$ cat config.mk
export PLATFORM = sky130hd
export DESIGN_NAME = hazard_forwarding_unit
export DESIGN_NICKNAME = d
export VERILOG_FILES = /design/src/rtl/hazard_forwarding_unit.sv
export SDC_FILE = /design/constraint.sdc
export NUM_CORES = 1
export LEC_CHECK = 0
export CAP_MARGIN = 20
export CORE_AREA = 2 2 124 126
export DETAILED_ROUTE_END_ITERATION = 7
export DIE_AREA = 0 0 126 128
export PLACE_DENSITY = 0.76
export SETUP_SLACK_MARGIN = 0.1
export SKIP_LAST_GASP = 1
export SYNTH_ARGS = -nofsm -noshare
export SYNTH_HDL_FRONTEND = slang
export SYNTH_SLANG_ARGS = --single-unit
$ cat constraint.sdc
create_clock -name CLK -period 5.4 [get_ports CLK]
set_clock_uncertainty 0.1 [all_clocks]
set_input_delay 0.81 -clock CLK [delete_from_list [all_inputs] [get_ports CLK]]
set_output_delay 0.81 -clock CLK [all_outputs]
set_load 0.05 [all_outputs]
$ cat src/rtl/hazard_forwarding_unit.sv
// Hazard/forwarding controller: tracks EX/MEM/WB destinations, resolves ID operands,
// and drives stall/flush controls. Optional stall counter enabled by HZ_PERF_CNT_EN.
module hazard_forwarding_unit (
    input  logic        CLK,
    input  logic        RST,
    input  logic [3:0]  ID_SA,
    input  logic [3:0]  ID_SB,
    input  logic [3:0]  ID_SD,
    input  logic        ID_USE_A,
    input  logic        ID_USE_B,
    input  logic        ID_USE_D,
    input  logic        ID_RFLD,
    input  logic [3:0]  ID_DEST,
    input  logic        ID_LOAD,
    input  logic        BR_TAKEN,
    input  logic        MEM_WAIT,
    input  logic [31:0] PA,
    input  logic [31:0] PB,
    input  logic [31:0] PD,
    input  logic [31:0] EX_RESULT,
    input  logic [31:0] MEM_RESULT,
    input  logic [31:0] WB_RESULT,
    output logic [31:0] OP_A,
    output logic [31:0] OP_B,
    output logic [31:0] OP_D,
`ifdef HZ_PERF_CNT_EN
    output logic [15:0] STALL_COUNT,
`endif
    output logic        HZPCld,
    output logic        IFID_LD,
    output logic        IFID_CLR,
    output logic        NOP_SEL
);

    typedef struct packed {
        logic       valid;
        logic [3:0] dest;
        logic       load;
    } slot_t;

    localparam slot_t      SLOT_EMPTY = 6'd0;
    localparam logic [3:0] PC_REG     = 4'd15;

    slot_t ex_q, ex_d, mem_q, mem_d, wb_q, wb_d;
    logic  lu_s;
    logic  stall_s;

    // A load still in EX has no result yet, so it can only stall, never forward.
    function automatic logic load_hit(input logic [3:0] spec, input logic use_op);
        return use_op && (spec != PC_REG) && ex_q.valid && ex_q.load && (spec == ex_q.dest);
    endfunction

    function automatic logic [31:0] resolve(input logic [3:0] spec, input logic use_op,
                                            input logic [31:0] port);
        logic [31:0] val;
        if (!use_op || spec == PC_REG) begin
            val = port;
        end else if (ex_q.valid && !ex_q.load && ex_q.dest == spec) begin
            val = EX_RESULT;
        end else if (mem_q.valid && mem_q.dest == spec) begin
            val = MEM_RESULT;
        end else if (wb_q.valid && wb_q.dest == spec) begin
            val = WB_RESULT;
        end else begin
            val = port;
        end
        return val;
    endfunction

    assign lu_s    = load_hit(ID_SA, ID_USE_A) || load_hit(ID_SB, ID_USE_B) ||
                     load_hit(ID_SD, ID_USE_D);
    assign stall_s = lu_s && !MEM_WAIT;

    // Operand selection
    always_comb begin
        OP_A = resolve(ID_SA, ID_USE_A, PA);
        OP_B = resolve(ID_SB, ID_USE_B, PB);
        OP_D = resolve(ID_SD, ID_USE_D, PD);
    end

    // Tracker next state: shift down the pipe unless memory freezes it; stalls inject a bubble
    always_comb begin
        ex_d  = ex_q;
        mem_d = mem_q;
        wb_d  = wb_q;
        if (!MEM_WAIT) begin
            wb_d  = mem_q;
            mem_d = ex_q;
            if (stall_s) begin
                ex_d = SLOT_EMPTY;
            end else begin
                ex_d = {ID_RFLD, ID_DEST, ID_LOAD};
            end
        end else begin
            ex_d  = ex_q;
            mem_d = mem_q;
            wb_d  = wb_q;
        end
    end

    // Tracker state registers
    always_ff @(posedge CLK or posedge RST) begin
        if (RST) begin
            ex_q  <= SLOT_EMPTY;
            mem_q <= SLOT_EMPTY;
            wb_q  <= SLOT_EMPTY;
        end else begin
            ex_q  <= ex_d;
            mem_q <= mem_d;
            wb_q  <= wb_d;
        end
    end

    // Pipeline controls; reset keeps the PC load enabled so the PC reset takes effect
    always_comb begin
        HZPCld   = 1'b1;
        IFID_LD  = 1'b1;
        IFID_CLR = 1'b0;
        NOP_SEL  = 1'b0;
        if (RST) begin
            HZPCld   = 1'b1;
            IFID_LD  = 1'b1;
        end else if (MEM_WAIT) begin
            HZPCld   = 1'b0;
            IFID_LD  = 1'b0;
        end else if (lu_s) begin
            HZPCld   = 1'b0;
            IFID_LD  = 1'b0;
            NOP_SEL  = 1'b1;
        end else if (BR_TAKEN) begin
            IFID_CLR = 1'b1;
        end else begin
            HZPCld   = 1'b1;
            IFID_LD  = 1'b1;
        end
    end

`ifdef HZ_PERF_CNT_EN
    logic [15:0] stall_cnt_q, stall_cnt_d;

    // Saturating count of cycles in which the PC is held
    always_comb begin
        stall_cnt_d = stall_cnt_q;
        if (!HZPCld && stall_cnt_q != 16'hFFFF) begin
            stall_cnt_d = stall_cnt_q + 16'd1;
        end else begin
            stall_cnt_d = stall_cnt_q;
        end
    end

    // Stall counter register
    always_ff @(posedge CLK or posedge RST) begin
        if (RST) begin
            stall_cnt_q <= 16'd0;
        end else begin
            stall_cnt_q <= stall_cnt_d;
        end
    end

    assign STALL_COUNT = stall_cnt_q;
`endif

endmodule

==> run summary <==
The flow ran to the end, and the final reports show no timing, DRC or antenna violations. The total number of vias came out at 7077. The largest net degree at the start of global routing came out at 66. The critical path goes through clkdlybuf4s50_1, xnor2_1, nand3_1, a2111oi_4, buf_4, a221oi_1, o21ai_1, buf_12.

The total overflow reported by the global router is 0. The total count of max-transition violations in the final report was 0. From left edge to right edge, the die measures between 100 and 150 um. In this run the worst hold path is classified as register to register. Once detailed placement completed, the half-perimeter wirelength came to 17700 um. The starting density of the core came out at 34.13%. The synthesis-to-finish area growth came out at 58.54%. The maximum clock insertion buffer count is 2. The number of synthesized flops with an enable pin came out at 0.

The worst path arrival time came out at ~3.7 ns. The number of iterations in the first detailed-routing pass is 5. The clock net in this run drives a total of 16 sinks.

The filler cell count came out at around 1.4k. Dividing total power by cell area gives a power density of between 150 and 200 nW/um^2. The area inside the core boundary came out at ~15000 sq um. The count of port buffers added during placement is roughly 320.

The required arrival time at the worst endpoint is 4.49 ns. The global-route usage over all layers came out at between 20% and 30%. The number of buffers inserted during clock tree synthesis came out at 3.

By area the synthesized netlist is led by mux2i_1 13%, a221oi_1 11%, o21ai_1 10%, nor3_1 9.5%, a221oi_2 8.9%. The largest area contributor in the synthesized netlist is mux2i_1. The slowest library cell on the worst path is a2111oi_4. The synthesized area per cell came out at 7.364 sq um. The die footprint is around 16000 sq um. The last weighted congestion value of the routability-driven placer came out at just under 0.9. The final routed DRC violation total is 0.

The DRC marker count from the first detailed-route iteration is 520. The top cell type's share of synthesized area is 12.63%. The die span in y came out at between 100 and 150 um.

Setup repair after global routing left no endpoint under its margin. The distinct cell type count after synthesis came out at 41. The maximum fanout along the worst path is 22.

The delay of the slowest cell on the worst path is 0.91 ns. The layout net count came out at 1171. The initial antenna violation count was 0. The synthesized flop and latch total is 16. Headroom to the max-slew limit came out at 23.24%.

In this run the clock root is driven by a clkbuf_16. The via count of the first global-routing pass is a little under 7k. The nature of the critical path startpoint is an input port. During I/O placement, the number of pins put on the boundary was between 300 and 400. The routed via count divided by cell count came out at 6.202. The worst hold path cell count came out at 2.

The dominant synthesized flop cell is dfrtp_1. The maximum vdd ir drop is ~0.13 mV. The clock latency of the later-clocked register in the worst-skew pair came out at roughly 0.25 ns. Counting flops with an async set or reset pin after synthesis yields a share of 100.0%.

The power consumption came out at 0.001432 W. Once the clock tree was built, the resizer swapped 0 gates to a different size. The number of buffers added for setup after CTS is 0.

The wire length of the first global-routing pass is 37220 um. The aggregate routed wire length came out at approximately 25000 um. The transition at the pin with the smallest max-transition slack came out at 1.151 ns. The hold buffer count at CTS is 0. Synthesis produced a netlist whose cell count is between 600 and 700. The number of warnings printed during yosys synthesis came out at 0. The mapped cell area came out at 5074 sq um. The fraction of final layout cells sized beyond drive strength 1 came out at between 10% and 20%. By instance count, the leading cell after synthesis is o21ai_1.

The clock period minus final worst setup slack is 4.594 ns. The ratio of final minimum period to clock period came out at 85.08%. The number of routed nets with antenna violations came out at 0.

The reported max-cap violation count came out at 0. The final hold violation count came out at 0. The total number of placement rows came out at 45. Based on the critical path, the design can be clocked at up to 0.2177 GHz. Setup violations remaining at the end of the flow were counted as 0. The number of nets in the synthesized netlist is 906. The share of the yosys chip area belonging to registers came out at 7.891%.

The CTS clock-pin slew for the worst setup and hold paths is around 0.050 ns. For the final routed database, the setup TNS stands at 0 ns. The CTS tree is yes. The depth of the worst register-to-register path is 5. The leakage power summed over all cells is roughly 2.7 nW.

Sorting the synthesized cells by how often they occur yields 103 x o21ai_1, 96 x nor3_1, 66 x a221oi_1, 64 x mux2i_1, 46 x nand2_1. The number of H-tree levels is 1. The wire length per cell came out at 21.58 um.

The worst setup path is of the input port to primary output kind. 0 antenna diodes ended up in the layout. The type of element capturing the critical path is a primary output.
## cells by family after synthesis
| kind of cell | Yosys count | share of synthesized area [%] |
|---|---|---|
| mux | 71 | 14.18 |
| compound gates | 277 | 39.38 |
| simple gates | 205 | 21.75 |
| buf+inv | 87 | 11.10 |
| flops | 16 | 7.891 |
| xor+xnor | 33 | 5.697 |
## report_power, final
group	leakage (nW)	internal [W]	switching, W
clock network	0.0442	0.000113	0.0000471
registers	0.197	0.000135	0.0000412
logic	2.49	0.000420	0.000675
total	2.73	0.000668	0.000763
## placed cells by master, fill, tap and decap left out, types with 3 or more instances in the layout
cell             netlist  final
a221oi_2              30     30
clkbuf_16              0      3
xnor2_1               23     22
and3_1                32     32
a221oi_1              66     66
buf_4                 12    120
o21ai_1              103    103
o21ai_0               37     35
nand2b_1               9      9
nand2_1               46     45
clkdlybuf4s50_1        0    219
inv_1                  5      5
xor2_1                10     10
a21oi_1               34     34
nand4_1                6      6
nand2_2                2      3
mux2i_1               64     64
nor3_1                96     96
dfrtp_1               16     16
mux2_2                 7      7
## metal layers
metal  up-vias  part of all wire [%]  global-route usage, %
met2       407                    50                  50.63
met1      3362                    39                  34.65
met4         0                   2.6                  10.08
met5         -                     0                      0
met3        55                   8.0                  3.297
li1       3253                     -                      -
## flip-flops by register name, indices dropped and copies added, names as in the netlist
signal	count
mem_q	5
ex_q	6
wb_q	5
## cell type report
type / instances / area, sq um / area share (%)
tap: 188 / 235.2 / 2.924
timing repair buffer: 342 / 3144 / 39.09
inverter: 5 / 18.77 / 0.2333
sequential: 16 / 400.4 / 4.977
multi-input combinational: 586 / 4156 / 51.67
clock buffer: 4 / 88.84 / 1.104
## stage by stage
stage / hold WS [ns] / instance area (sq um) / util [%] / worst slack (ns) / std cells
floorplan: 0.3943 / 5074 / - / 1.361 / 689
global placement: 0.4263 / 7944 / 53.44 / 0.8002 / 1136
detailed placement: 0.4314 / 7944 / 53.44 / 0.7651 / 1136
CTS: 0.4443 / 8033 / 54.04 / 0.7558 / 1140
global route: 0.4932 / 8044 / 54.12 / 0.6672 / 1141
finish: 0.4449 / 8044 / 54.12 / 0.8056 / 1141
## final timing paths
path / endpoint / start / slack, ns
setup reg to reg: ex_q[0] / ex_q[3] / 3.69
min in group asynchronous: ex_q[1] / RST / 0.95
hold reg to reg: ex_q[5] / ex_q[5] / 0.44
setup / recovery: OP_A[11] / ID_SA[1] / 0.81
max in group asynchronous: ex_q[2] / RST / 3.81
hold / removal: ex_q[5] / ex_q[5] / 0.44
## critical path: cells and delay by family
family / cells / cell delay (ns)
simple gates: 1 / 0.21
xor+xnor: 1 / 0.15
compound gates: 3 / 1.26
buf+inv: 3 / 1.23
(Power assumes the default switching activity.)
==> patch: new RTL, same flow settings <==
Add a define of `HZ_PERF_CNT_EN`.
--- a/src/rtl/hazard_forwarding_unit.sv
+++ b/src/rtl/hazard_forwarding_unit.sv
@@ -1,5 +1,7 @@
 // Hazard/forwarding controller: tracks EX/MEM/WB destinations, resolves ID operands,
 // and drives stall/flush controls. Optional stall counter enabled by HZ_PERF_CNT_EN.
+`define HZ_PERF_CNT_EN
+
 module hazard_forwarding_unit (
     input  logic        CLK,
     input  logic        RST,
Check against the original RTL (old outputs only; new: STALL_COUNT): equivalent (equiv_simple and equiv_induct, registers matched by name and starting in step).
==> patch against the unedited design <==
Wire length rose by 8.8%. Fmax rose by 4.8%. Sequential cell count rose by 16. Worst setup slack gained 210 ps. Clock power increased by 98%. Global-route usage up 2.6 points. Total power increased by 40%. Design area rose by 17%. Non-clock buffer count rose by 10. Critical path type unchanged. Cell count is 7.3% higher. Via count is 2.7% higher. Synthesized area grew 2.2%.
==> patch: results <==
[outcome]
outcome = "completed"

[setup_path]
critical_path_peak_fanout = 11
rrSetupSlack_ps = 2600
r2r-start = "ex_q[1]$_DFFE_PP0N_"
arrival_ps = 3470
critPathLaunch = "ID_SA[1]"

[logic_synthesis]
ys_seq_area_share_pct = 15.4
synth-xor-area-share_pct = 8.76
synth_area_per_cell_sq_um = 7.06
yosys-top-cells-count = "o21ai_0, nand2_1, a22oi_1"
synth_compound_area_share_pct = 34.2
synthesis.nets = 953
synthTopCellsByArea = "o21ai_0, mux2i_1, dfrtp_1"
synth_top_flop_cell = "dfrtp_1"
yosysUniqueCellTypes = 30
synth_fa_ha_area_share_pct = 0.241
yosys_warnings = 0
synthMuxAreaShare_pct = 20.7

[route]
drc = 0
routedWlPerCell_um = 21.9
dr.pass1.iters = 5
drt_iter0_markers = 683
drt-vias-per-instance = 5.94
wl_met2_um = 12800
top_layer_used = "met4"
wl_um = 26800
wl_met1_um = 10500
wl_met3_um = 2330

[clock_tree]
cts_root_buffer = "clkbuf_16"
cts_resized = 0
htreeDepth = 2
clkLatencyLatePin_ps = 270
cts_hold_buf = 0
cts_made_buffers = 5
cts.clk_slew.worst_paths_ps = 50
ctsLongestPathBuffers = 2

[placed_design]
dp.cells = 1214
gp_congestion = 0.908
port_buffers = 332
dpl.hpwl_um = 19900

[layout]
nets = 1251
fill_cells = 1314
drive_gt1_share_pct = 14.5
largest_register_ffs = 16

[timing]
finalHoldViolCount = 0
max_slew_margin_pct = 37.0
setup_viol = 0
fin_setup_tns_ps = 0

[pwr]
power.internal_uw = 1080
vdd_drop_max_uv = 350
power_leakage_uw = 0.00368

[global_route]
grt_pass1_wl_um = 39700
track_usage_pct = 30.7
grt_pass1_vias = 6956
antenna_found_initial = 2
grt_max_degree = 41

[hold_path]
hold_path_class = "flip-flop to flip-flop"
hp-start = "STALL_COUNT[13]$_DFFE_PP0P_"
-- patch: changes by cell type in the layout (fill, tap and decap cells not counted), moves of 34 or more --
cell / before / now
nand2_1: 45 / 125
a22oi_1: 0 / 97
o21ai_0: 35 / 198
buf_12: 2 / 64
a21oi_1: 34 / 0
o21ai_1: 103 / 0
a221oi_1: 66 / 0
nor3_1: 96 / 8
buf_4: 120 / 52
-- patch: final cells by class --
class | instances | share of cell area (%)
multi-input combinational | 636 | 44.2
clock buffer | 5 | 1.33
tap | 188 | 2.49
timing repair buffer | 352 | 42.7
sequential | 32 | 8.48
antenna | 2 | 0.0530
inverter | 6 | 0.239
clock inverter | 3 | 0.451
-- patch: cells by family after synthesis --
logic type / count (synthesis)
fa+ha+maj: 1
mux: 106
xor+xnor: 51
buf+inv: 67
flops: 32
simple gates: 177
compound gates: 301
-- patch: power by group through the flow --
stage / Combinational (uW) / Clock [uW] / Sequential [uW]
2_1_floorplan: 624 / 0 / 411
3_3_place_gp: 1320 / 0 / 344
3_5_place_dp: 1340 / 0 / 345
4_1_cts: 1340 / 322 / 343
5_1_grt: 1410 / 335 / 350
6_report: 1350 / 317 / 345
-- patch: critical path, stage by stage --
cell and delay, ps:
clkdlybuf4s50_1 500, xor2_1 210, nor4_2 380, nand3_1 190, a21o_1 330, nor3_1 200
clkdlybuf4s50_1 840
-- patch: per-stage QoR --
step	worst slack (ps)	hold WS, ps	area [sq um]	total power [uW]	util [%]
6_report	1020	409	9440	2010	63.5
5_1_grt	876	421	9440	2100	63.5
4_1_cts	1020	409	9440	2010	63.5
3_5_place_dp	1030	394	9270	1680	62.3
3_3_place_gp	1080	402	9270	1670	62.3
2_1_floorplan	1420	375	5190	1030	-
-- patch: final timing paths --
kind                            cells after the start                     endpoint
worst max-delay path                                7                      NOP_SEL
worst min-delay path                                1  STALL_COUNT[13]$_DFFE_PP0P_
worst max register to register                      7   STALL_COUNT[7]$_DFFE_PP0P_
worst min register to register                      1  STALL_COUNT[13]$_DFFE_PP0P_
max in group asynchronous                           3         mem_q[3]$_DFFE_PP0N_
min in group asynchronous                           3   STALL_COUNT[2]$_DFFE_PP0P_
-- patch: routing by layer --
metal  up-vias  GRT usage (%)
li1       3322              -
met2       464           51.8
met3        88           5.30
met5         -              0
met4         0           14.9
met1      3391           38.1
